### src/rtl/nt_stress_response_controller_if.sv
// Command/feedback bundle between the stress-response sequencer and its
// environment; slave is the sequencer side, master drives inputs and observes.
interface nt_stress_response_controller_if #(
  parameter int N = 7
);
  logic         stressor;
  logic         calm;
  logic [N-1:0] level;
  logic         inc;
  logic         dec;
  logic         fast;
  logic         setval;
  logic [2:0]   phase;
  logic         exhausted;
  logic [3:0]   exhaust_cnt;

  modport slave (
    input  stressor, calm, level,
    output inc, dec, fast, setval, phase, exhausted, exhaust_cnt
  );

  modport master (
    output stressor, calm, level,
    input  inc, dec, fast, setval, phase, exhausted, exhaust_cnt
  );
endinterface

### src/rtl/nt_stress_response_controller.sv
// Stress-response phase machine for the cortisol level resource: turns the
// stressor/calm pair into rate-limited inc/dec/fast/setval command pulses.
module nt_stress_response_controller #(
  parameter int N              = 7,
  parameter int TICK_DIV       = 4,
  parameter int ALARM_LEN      = 8,
  parameter int RESIST_MAX     = 32,
  parameter int HIGH_THRESH    = 96,
  parameter int RECOVER_THRESH = 16
) (
  input logic                          clk,
  input logic                          rst,
  nt_stress_response_controller_if.slave bus
);

  typedef enum logic [2:0] {
    IDLE    = 3'd0,
    ALARM   = 3'd1,
    RESIST  = 3'd2,
    RECOVER = 3'd3,
    EXHAUST = 3'd4
  } phase_t;

  localparam logic [7:0]   TICK_LAST   = 8'(TICK_DIV - 1);
  localparam logic [7:0]   ALARM_LAST  = 8'(ALARM_LEN - 1);
  localparam logic [7:0]   RESIST_LAST = 8'(RESIST_MAX - 1);
  localparam logic [N-1:0] HIGH_LVL    = N'(HIGH_THRESH);
  localparam logic [N-1:0] RECOVER_LVL = N'(RECOVER_THRESH);

  phase_t     phase_q, phase_d;
  logic [7:0] tick_cnt;
  logic [7:0] dwell;
  logic [3:0] exhaust_cnt;
  logic       tick;

  logic inc_p0, dec_p0, fast_p0, setval_p0, exh_entry_p0;
  logic inc_p1, dec_p1, fast_p1, setval_p1;

  assign tick = (tick_cnt == TICK_LAST);

  // Stage p0: next phase and candidate command, evaluated every cycle but
  // only committed on the tick edge.
  always_comb begin
    phase_d      = phase_q;
    inc_p0       = 1'b0;
    dec_p0       = 1'b0;
    fast_p0      = 1'b0;
    setval_p0    = 1'b0;
    exh_entry_p0 = 1'b0;
    case (phase_q)
      IDLE: begin
        if (bus.stressor)            phase_d = ALARM;
        else if (bus.level != '0)    dec_p0  = 1'b1;
      end
      ALARM: begin
        if (bus.level < HIGH_LVL) begin
          inc_p0  = 1'b1;
          fast_p0 = 1'b1;
        end
        if (dwell == ALARM_LAST)     phase_d = RESIST;
      end
      RESIST: begin
        if (!bus.stressor) begin
          phase_d = RECOVER;
        end else if (dwell == RESIST_LAST) begin
          setval_p0    = 1'b1;
          exh_entry_p0 = 1'b1;
          phase_d      = EXHAUST;
        end else if (bus.level < HIGH_LVL) begin
          inc_p0 = 1'b1;
        end
      end
      RECOVER: begin
        if (bus.stressor) begin
          phase_d = ALARM;
        end else if (bus.level <= RECOVER_LVL) begin
          phase_d = IDLE;
        end else begin
          dec_p0  = 1'b1;
          fast_p0 = bus.calm;
        end
      end
      EXHAUST: begin
        if (!bus.stressor && bus.calm) phase_d = RECOVER;
      end
      default: phase_d = IDLE;
    endcase
  end

  always_ff @(posedge clk) begin
    if (rst)       phase_q <= IDLE;
    else if (tick) phase_q <= phase_d;
  end

  // Stage p1: registered command pulses, prescaler, dwell and episode count.
  always_ff @(posedge clk) begin
    if (rst) begin
      tick_cnt    <= '0;
      dwell       <= '0;
      exhaust_cnt <= '0;
      inc_p1      <= 1'b0;
      dec_p1      <= 1'b0;
      fast_p1     <= 1'b0;
      setval_p1   <= 1'b0;
    end else begin
      tick_cnt  <= tick ? '0 : tick_cnt + 8'd1;
      inc_p1    <= tick & inc_p0;
      dec_p1    <= tick & dec_p0;
      fast_p1   <= tick & fast_p0;
      setval_p1 <= tick & setval_p0;
      if (tick) begin
        dwell <= (phase_d != phase_q) ? 8'd0 : dwell + 8'd1;
        if (exh_entry_p0 && exhaust_cnt != 4'd15)
          exhaust_cnt <= exhaust_cnt + 4'd1;
      end
    end
  end

  assign bus.inc         = inc_p1;
  assign bus.dec         = dec_p1;
  assign bus.fast        = fast_p1;
  assign bus.setval      = setval_p1;
  assign bus.phase       = phase_q;
  assign bus.exhausted   = (phase_q == EXHAUST);
  assign bus.exhaust_cnt = exhaust_cnt;

endmodule

### src/flat_wrapper.sv
// flat-port wrapper written by rule: the top's interface ports become plain ports
module nt_stress_response_controller_flat 
#(
  parameter int N              = 7,
  parameter int TICK_DIV       = 4,
  parameter int ALARM_LEN      = 8,
  parameter int RESIST_MAX     = 32,
  parameter int HIGH_THRESH    = 96,
  parameter int RECOVER_THRESH = 16
)
  (clk, rst, bus_stressor, bus_calm, bus_level, bus_inc, bus_dec, bus_fast, bus_setval, bus_phase, bus_exhausted, bus_exhaust_cnt);
  nt_stress_response_controller_if #(.N(N)) bus_i ();
  input logic clk;
  input logic rst;
  input wire logic [$bits(bus_i.stressor)-1:0] bus_stressor;
  input wire logic [$bits(bus_i.calm)-1:0] bus_calm;
  input wire logic [$bits(bus_i.level)-1:0] bus_level;
  output wire logic [$bits(bus_i.inc)-1:0] bus_inc;
  output wire logic [$bits(bus_i.dec)-1:0] bus_dec;
  output wire logic [$bits(bus_i.fast)-1:0] bus_fast;
  output wire logic [$bits(bus_i.setval)-1:0] bus_setval;
  output wire logic [$bits(bus_i.phase)-1:0] bus_phase;
  output wire logic [$bits(bus_i.exhausted)-1:0] bus_exhausted;
  output wire logic [$bits(bus_i.exhaust_cnt)-1:0] bus_exhaust_cnt;
  assign bus_i.stressor = bus_stressor;
  assign bus_i.calm = bus_calm;
  assign bus_i.level = bus_level;
  assign bus_inc = bus_i.inc;
  assign bus_dec = bus_i.dec;
  assign bus_fast = bus_i.fast;
  assign bus_setval = bus_i.setval;
  assign bus_phase = bus_i.phase;
  assign bus_exhausted = bus_i.exhausted;
  assign bus_exhaust_cnt = bus_i.exhaust_cnt;
  nt_stress_response_controller #(.N(N), .TICK_DIV(TICK_DIV), .ALARM_LEN(ALARM_LEN), .RESIST_MAX(RESIST_MAX), .HIGH_THRESH(HIGH_THRESH), .RECOVER_THRESH(RECOVER_THRESH)) u_core (.clk(clk), .rst(rst), .bus(bus_i));
endmodule
### config.mk
export PLATFORM = sky130hd
export DESIGN_NAME = nt_stress_response_controller_flat
export DESIGN_NICKNAME = d
export VERILOG_FILES = /design/src/rtl/nt_stress_response_controller_if.sv /design/src/rtl/nt_stress_response_controller.sv /design/src/flat_wrapper.sv
export SDC_FILE = /design/constraint.sdc
export NUM_CORES = 1
export LEC_CHECK = 0
export CAP_MARGIN = 10
export CORE_UTILIZATION = 25
export CTS_BUF_LIST = sky130_fd_sc_hd__clkbuf_2 sky130_fd_sc_hd__clkbuf_4 sky130_fd_sc_hd__clkbuf_8
export DETAILED_ROUTE_END_ITERATION = 10
export GPL_ROUTABILITY_DRIVEN = 0
export PLACE_DENSITY = 0.42
export RECOVER_POWER = 100
export SETUP_SLACK_MARGIN = 0.02
export SYNTH_ARGS = -nofsm -noshare
export SYNTH_HDL_FRONTEND = slang
export SYNTH_SLANG_ARGS = --single-unit
export TNS_END_PERCENT = 5
### constraint.sdc
create_clock -name clk -period 2.85 [get_ports clk]
set_input_delay 0.57 -clock clk [delete_from_list [all_inputs] [get_ports clk]]
set_output_delay 0.57 -clock clk [all_outputs]
set_load 0.1 [all_outputs]
After elaboration in Yosys (flattened, before gate mapping)
Cells that the tools add are included.

word-level totals
  register bits = 27
  input bits = 11
  output and inout port bits = 12
  word-level logic and storage cells = 57

operators by class
  $add $sub $neg = 3
  magnitude comparators = 2
  eq/ne operators = 9
  muxes and demuxes = 24
  bitwise operators = 4
  reduce and logical (&&, ||, !) cells = 7

operators with widths
  kind                                                                    number
  3-bit two-way mux                                                       7
  8-bit by 1-bit adder with 8-bit output (second input constant)          2
  3-bit case mux with 5 select lines                                      1
  1-bit two-way mux                                                       12
  8-bit by 2-bit == test with 1-bit output (second input constant)        1
  8-bit by 3-bit == test with 1-bit output (second input constant)        1
  8-bit by 5-bit == test with 1-bit output (second input constant)        1
  8-bit two-way mux                                                       1
  7-bit by 5-bit <= comparator with 1-bit output (second input constant)  1
  7-bit less-than comparator (second input constant)                      1
  7-bit nonzero test                                                      1
  3-bit by 2-bit == test with 1-bit output (second input constant)        2
  1-bit case mux with 2 select lines                                      3
  4-bit by 1-bit adder with 4-bit output (second input constant)          1
  1-bit bitwise AND                                                       4
  4-bit != test (second input constant)                                   1
  3-bit by 1-bit == test with 1-bit output (second input constant)        1
  3-bit == test (second input constant)                                   1
  3-bit zero test                                                         1
  3-bit != test                                                           1
  1-bit logical AND                                                       2
  2-bit AND reduction                                                     1
  2-bit OR reduction                                                      1
  1-bit zero test                                                         1

Longest topological paths before layout
Gate-level depths: netlist of the first run.

  depth in word-level cells = 6
  depth in mapped cells = 8
  mapped depth without buffers = 7

Least setup slack after synthesis of the first run
No wires, ideal clock.

  path type = register to output
  start point = reg u_core.phase_q[2] (netlist: u_core.bus.phase[2])
  end point = out bus_exhausted
  arrival time = 2.079 ns
  path slack = 0.201 ns
  stages on the path, launching flop included = 3
  buffers on the path = 1
  path through = dfxtp_1 > clkbuf_1 > and2_1

on the way
  longest elaborated chain between the ends = 1

RTL lines
  what                    line                                  text
  from (decl)             nt_stress_response_controller.sv:30   phase_t phase_q, phase_d;
  from (signal assigned)  nt_stress_response_controller.sv:92   else if (tick) phase_q <= phase_d;
  3-bit == test           nt_stress_response_controller.sv:124  assign bus.exhausted = (phase_q == EXHAUST);
  to (decl)               flat_wrapper.sv:23                    output wire logic [$bits(bus_i.exhausted)-1:0] bus_exhausted;

No other way between the ends.

Worst setup path after layout of the first run
  start point = in bus_level[0]
  end point = reg u_core.dwell[3]

on the way
  longest elaborated chain between the ends = 6

RTL lines
  what                                            line                                  text
  from (decl)                                     flat_wrapper.sv:17                    input wire logic [$bits(bus_i.level)-1:0] bus_level;
  7-bit by 5-bit <= comparator with 1-bit output  nt_stress_response_controller.sv:76   end else if (bus.level <= RECOVER_LVL) begin
  3-bit two-way mux                               nt_stress_response_controller.sv:76
  3-bit two-way mux                               nt_stress_response_controller.sv:74   if (bus.stressor) begin
  3-bit case mux with 5 select lines              nt_stress_response_controller.sv:50   case (phase_q)
  3-bit != test                                   nt_stress_response_controller.sv:112  dwell <= (phase_d != phase_q) ? 8'd0 : dwell + 8'd1;
  8-bit two-way mux                               nt_stress_response_controller.sv:112
  to (signal assigned)                            nt_stress_response_controller.sv:112
  to (decl)                                       nt_stress_response_controller.sv:32   logic [7:0] dwell;

No other way between the ends.
A chain may end at the register's enable or synchronous reset.

==> reports/metrics.yaml, run 1 <==
clock_latency_ns: 0.28
rr_startpoint: "u_core.dwell[0]"
vias: 1368
syn_to_final_growth_pct: 18.4
clockRootBuffer: "clkbuf_8"
drt_iter0_drc: 70
min_from: "u_core.dwell[1]"
clkTransAtPathRegs_ns: 0.10
hold_path.class: "reg -> reg"
antenna_found_initial: 0
post-route-util_pct: 31.3
critPathCapture: "u_core.dwell[3]"
synth_area_um2: 1480
period_share_pct: 92.2
rr_worst_depth: 8
cts_tree: "built"
drtPass1Iterations: 4
maxSlewHeadroom_pct: 22.1
tightest_slew_ns: 1.17
die_h_um: 79.0
dieWidth_um: 79.0
arrival_ns: 2.76
cts_resized: 0
routedWlPerCell_um: 13.9
ant_nets: 0
drv_cap: 0
dieArea_um2: 6250
crit_chain: "clkdlybuf4s50_1, o41ai_4, a2111oi_0, or4_4, mux2_4, nand4_1, a31oi_1"
slew_violations: 0
yosysUniqueCellTypes: 43
core-area_um2: 5610
instances_no_fill: 269
end_kind: "register"
pin_count: 23
critPathLaunch: "bus_level[0]"
n_antenna_cell: 0
h-tree-depth: 1
finalClockSkew_ns: 0.00186
grt_pass1_vias: 1320
grt_max_degree: 22
cp-start-kind: "primary input"
grt_pass1_wl_um: 6240
vias_per_cell: 5.09
crit_required_ns: 2.98
ff2ff_setup_slack_ns: 0.46
reg2reg_to: "u_core.bus.exhaust_cnt[2]"
overflow: 0
yosys_warnings: 0
cts_buffers: 3
setup_tns_ns: 0
synth_area_per_cell_um2: 8.43
initial_core_util_pct: 26.5
ctsHoldBuffers: 0
power.density_nw_per_um2: 429
final-setup-viol-count: 0
layout-drive-gt1-share_pct: 7.61
critPathSlowestCell: "or4_4"
rsz0062_at_grt: "false"
grt_usage_pct: 12.5
worst-setup-path-type: "in -> reg"
synthCells: 176
vdd_drop_max_mv: 0.196
yosysSeqAreaShare_pct: 36.4
drcViolationCount: 0
cts.sinks: 27
cp.depth: 7
finalWorstPathRequiredPeriod_ns: 2.63
cts-root-to-sink-buffers: 2
nets: 212
slowest_delay_ns: 0.56
rows: 27
worst-path-buf-inv: 1
leakagePower_uw: 0.000576
syn_nets: 190
dp_hpwl_um: 2720
dp_cells: 265
worstPathMaxFanout: 9
fmaxAchievable_mhz: 380
outcome: "finished, final reports clean"
finalHoldViolations: 0
ys_ff_latch: 27
port-buffer-count: 22
cp_top_family: "compound AO/OA/AOI/OAI gates"
cts_setup_buffers: 0
wl_um: 3740
## kinds of logic after synthesis
kind of cell             after synthesis  synth area share, %
AO/OA/AOI/OAI                         35                 17.3
XOR/XNOR                               9                 5.31
adder cells (fa/ha/maj)                3                 2.53
buffers and inverters                 13                 3.37
flip-flops                            27                 36.4
multiplexers                           3                 2.36
AND/OR/NAND/NOR                       86                 32.7
## metrics by stage
step / total power [uW] / hold WS, ns / setup WS (ns) / cell area [um^2]
6_report: 753 / 0.482 / 0.222 / 1760
3_3_place_gp: 537 / 0.462 / 0.0283 / 1770
3_5_place_dp: 537 / 0.468 / -0.0116 / 1770
4_1_cts: 768 / 0.483 / 0.293 / 1820
2_1_floorplan: 492 / 0.449 / 0.201 / 1480
5_1_grt: 792 / 0.525 / 0.155 / 1760
## worst reg2reg max path, stage by stage (launching register included)
cell and delay (ns):
dfxtp_1 0.40, ha_1 0.29, nand4bb_4 0.17, or4_1 0.56
a311oi_1 0.29, clkbuf_1 0.23, nand2_1 0.10, xor2_1 0.16
nor2_1 0.06
## area by class of cell
| class | instances | area [um^2] |
|---|---|---|
| Clock inverter | 1 | 7.51 |
| Fill cell | 642 | 3850 |
| Clock buffer | 3 | 41.3 |
| Sequential cell | 27 | 541 |
| Timing Repair Buffer | 28 | 184 |
| Inverter | 2 | 7.51 |
| Tap cell | 72 | 90.1 |
| Multi-Input combinational cell | 136 | 886 |
## state kept, by name, indices dropped and copies added, names as in the netlist
name / flops
u_core.bus.inc: 1
u_core.bus.setval: 1
u_core.tick_cnt: 8
u_core.bus.dec: 1
u_core.bus.fast: 1
u_core.bus.phase: 3
u_core.bus.exhaust_cnt: 4
u_core.dwell: 8
## metal layers
metal	track usage (%)	wire [um]	up-vias
li1	-	-	690
met1	16.6	1840	640
met2	20.5	1660	34
met3	2.64	198	4
met4	3.27	41	0
met5	0	0	-
## how the worst min path moves through the flow
stage | endpoint | slack (ns) | depth (start not counted)
after floorplan | u_core.dwell[1] | 0.45 | 2
after global placement | u_core.dwell[1] | 0.46 | 2
after detailed placement | u_core.dwell[1] | 0.47 | 2
after CTS | u_core.dwell[1] | 0.48 | 2
after global routing | u_core.dwell[0] | 0.52 | 2
final | u_core.dwell[1] | 0.48 | 2
## Yosys cell counts, drive strengths merged
library cell	number	area [um^2]
dfxtp	27	541
nor2	15	56.3
nor3	13	65.1
a21oi	12	60.1
nand2	12	45.0
nand3	10	50.1
clkbuf	9	33.8
xor2	7	61.3
o211ai	6	50.1
nor4	5	31.3
o21ai	5	25.0
a31oi	4	25.0
and3	4	25.0
nand2b	4	25.0
nor2b	4	25.0
nor3b	4	30.0
ha	3	37.5
nand4	3	18.8
or4	3	26.3
a311oi	2	23.8
and2	2	12.5
buf	2	8.75
inv	2	7.51
mux2i	2	20.0
or3	2	12.5
xnor2	2	17.5
a2111oi	1	10.0
a211oi	1	7.51
a21bo	1	10.0
and4b	1	10.0
mux2	1	15.0
nand3b	1	7.51
nand4b	1	8.76
nand4bb	1	27.5
nor4b	1	8.76
o311ai	1	8.76
o31a	1	8.76
o41ai	1	27.5
## cells in the final DEF (no fill, tap or decap), drive strengths merged, types with 3 or more instances in the layout
cell type       n
ha              3
nor3b           4
nor3           13
nand3          10
a21oi          12
o211ai          6
clkdlybuf4s50   8
nand4           3
nand2          12
or4             3
dfxtp          27
a31oi           4
xor2            7
clkbuf         17
and3            4
nor4            5
buf             4
nor2           15
nor2b           4
nand2b          4
o21ai           5
## where the power goes
| group | total [uW] | internal, uW | leakage [uW] | switching [uW] |
|---|---|---|---|---|
| logic | 127 | 47.5 | 0.000336 | 80.0 |
| registers | 397 | 385 | 0.000218 | 11.4 |
| clock network | 229 | 99.5 | 0.0000217 | 129 |
Note: power is estimated with default switching activity, not from simulation.
==> run 2, diff against run 1 <==
CTS_CLUSTER_SIZE = 25   (was default)
==> results of run 2 <==
Same layout as run 1: the final DEF is identical, and so are final timing and power.
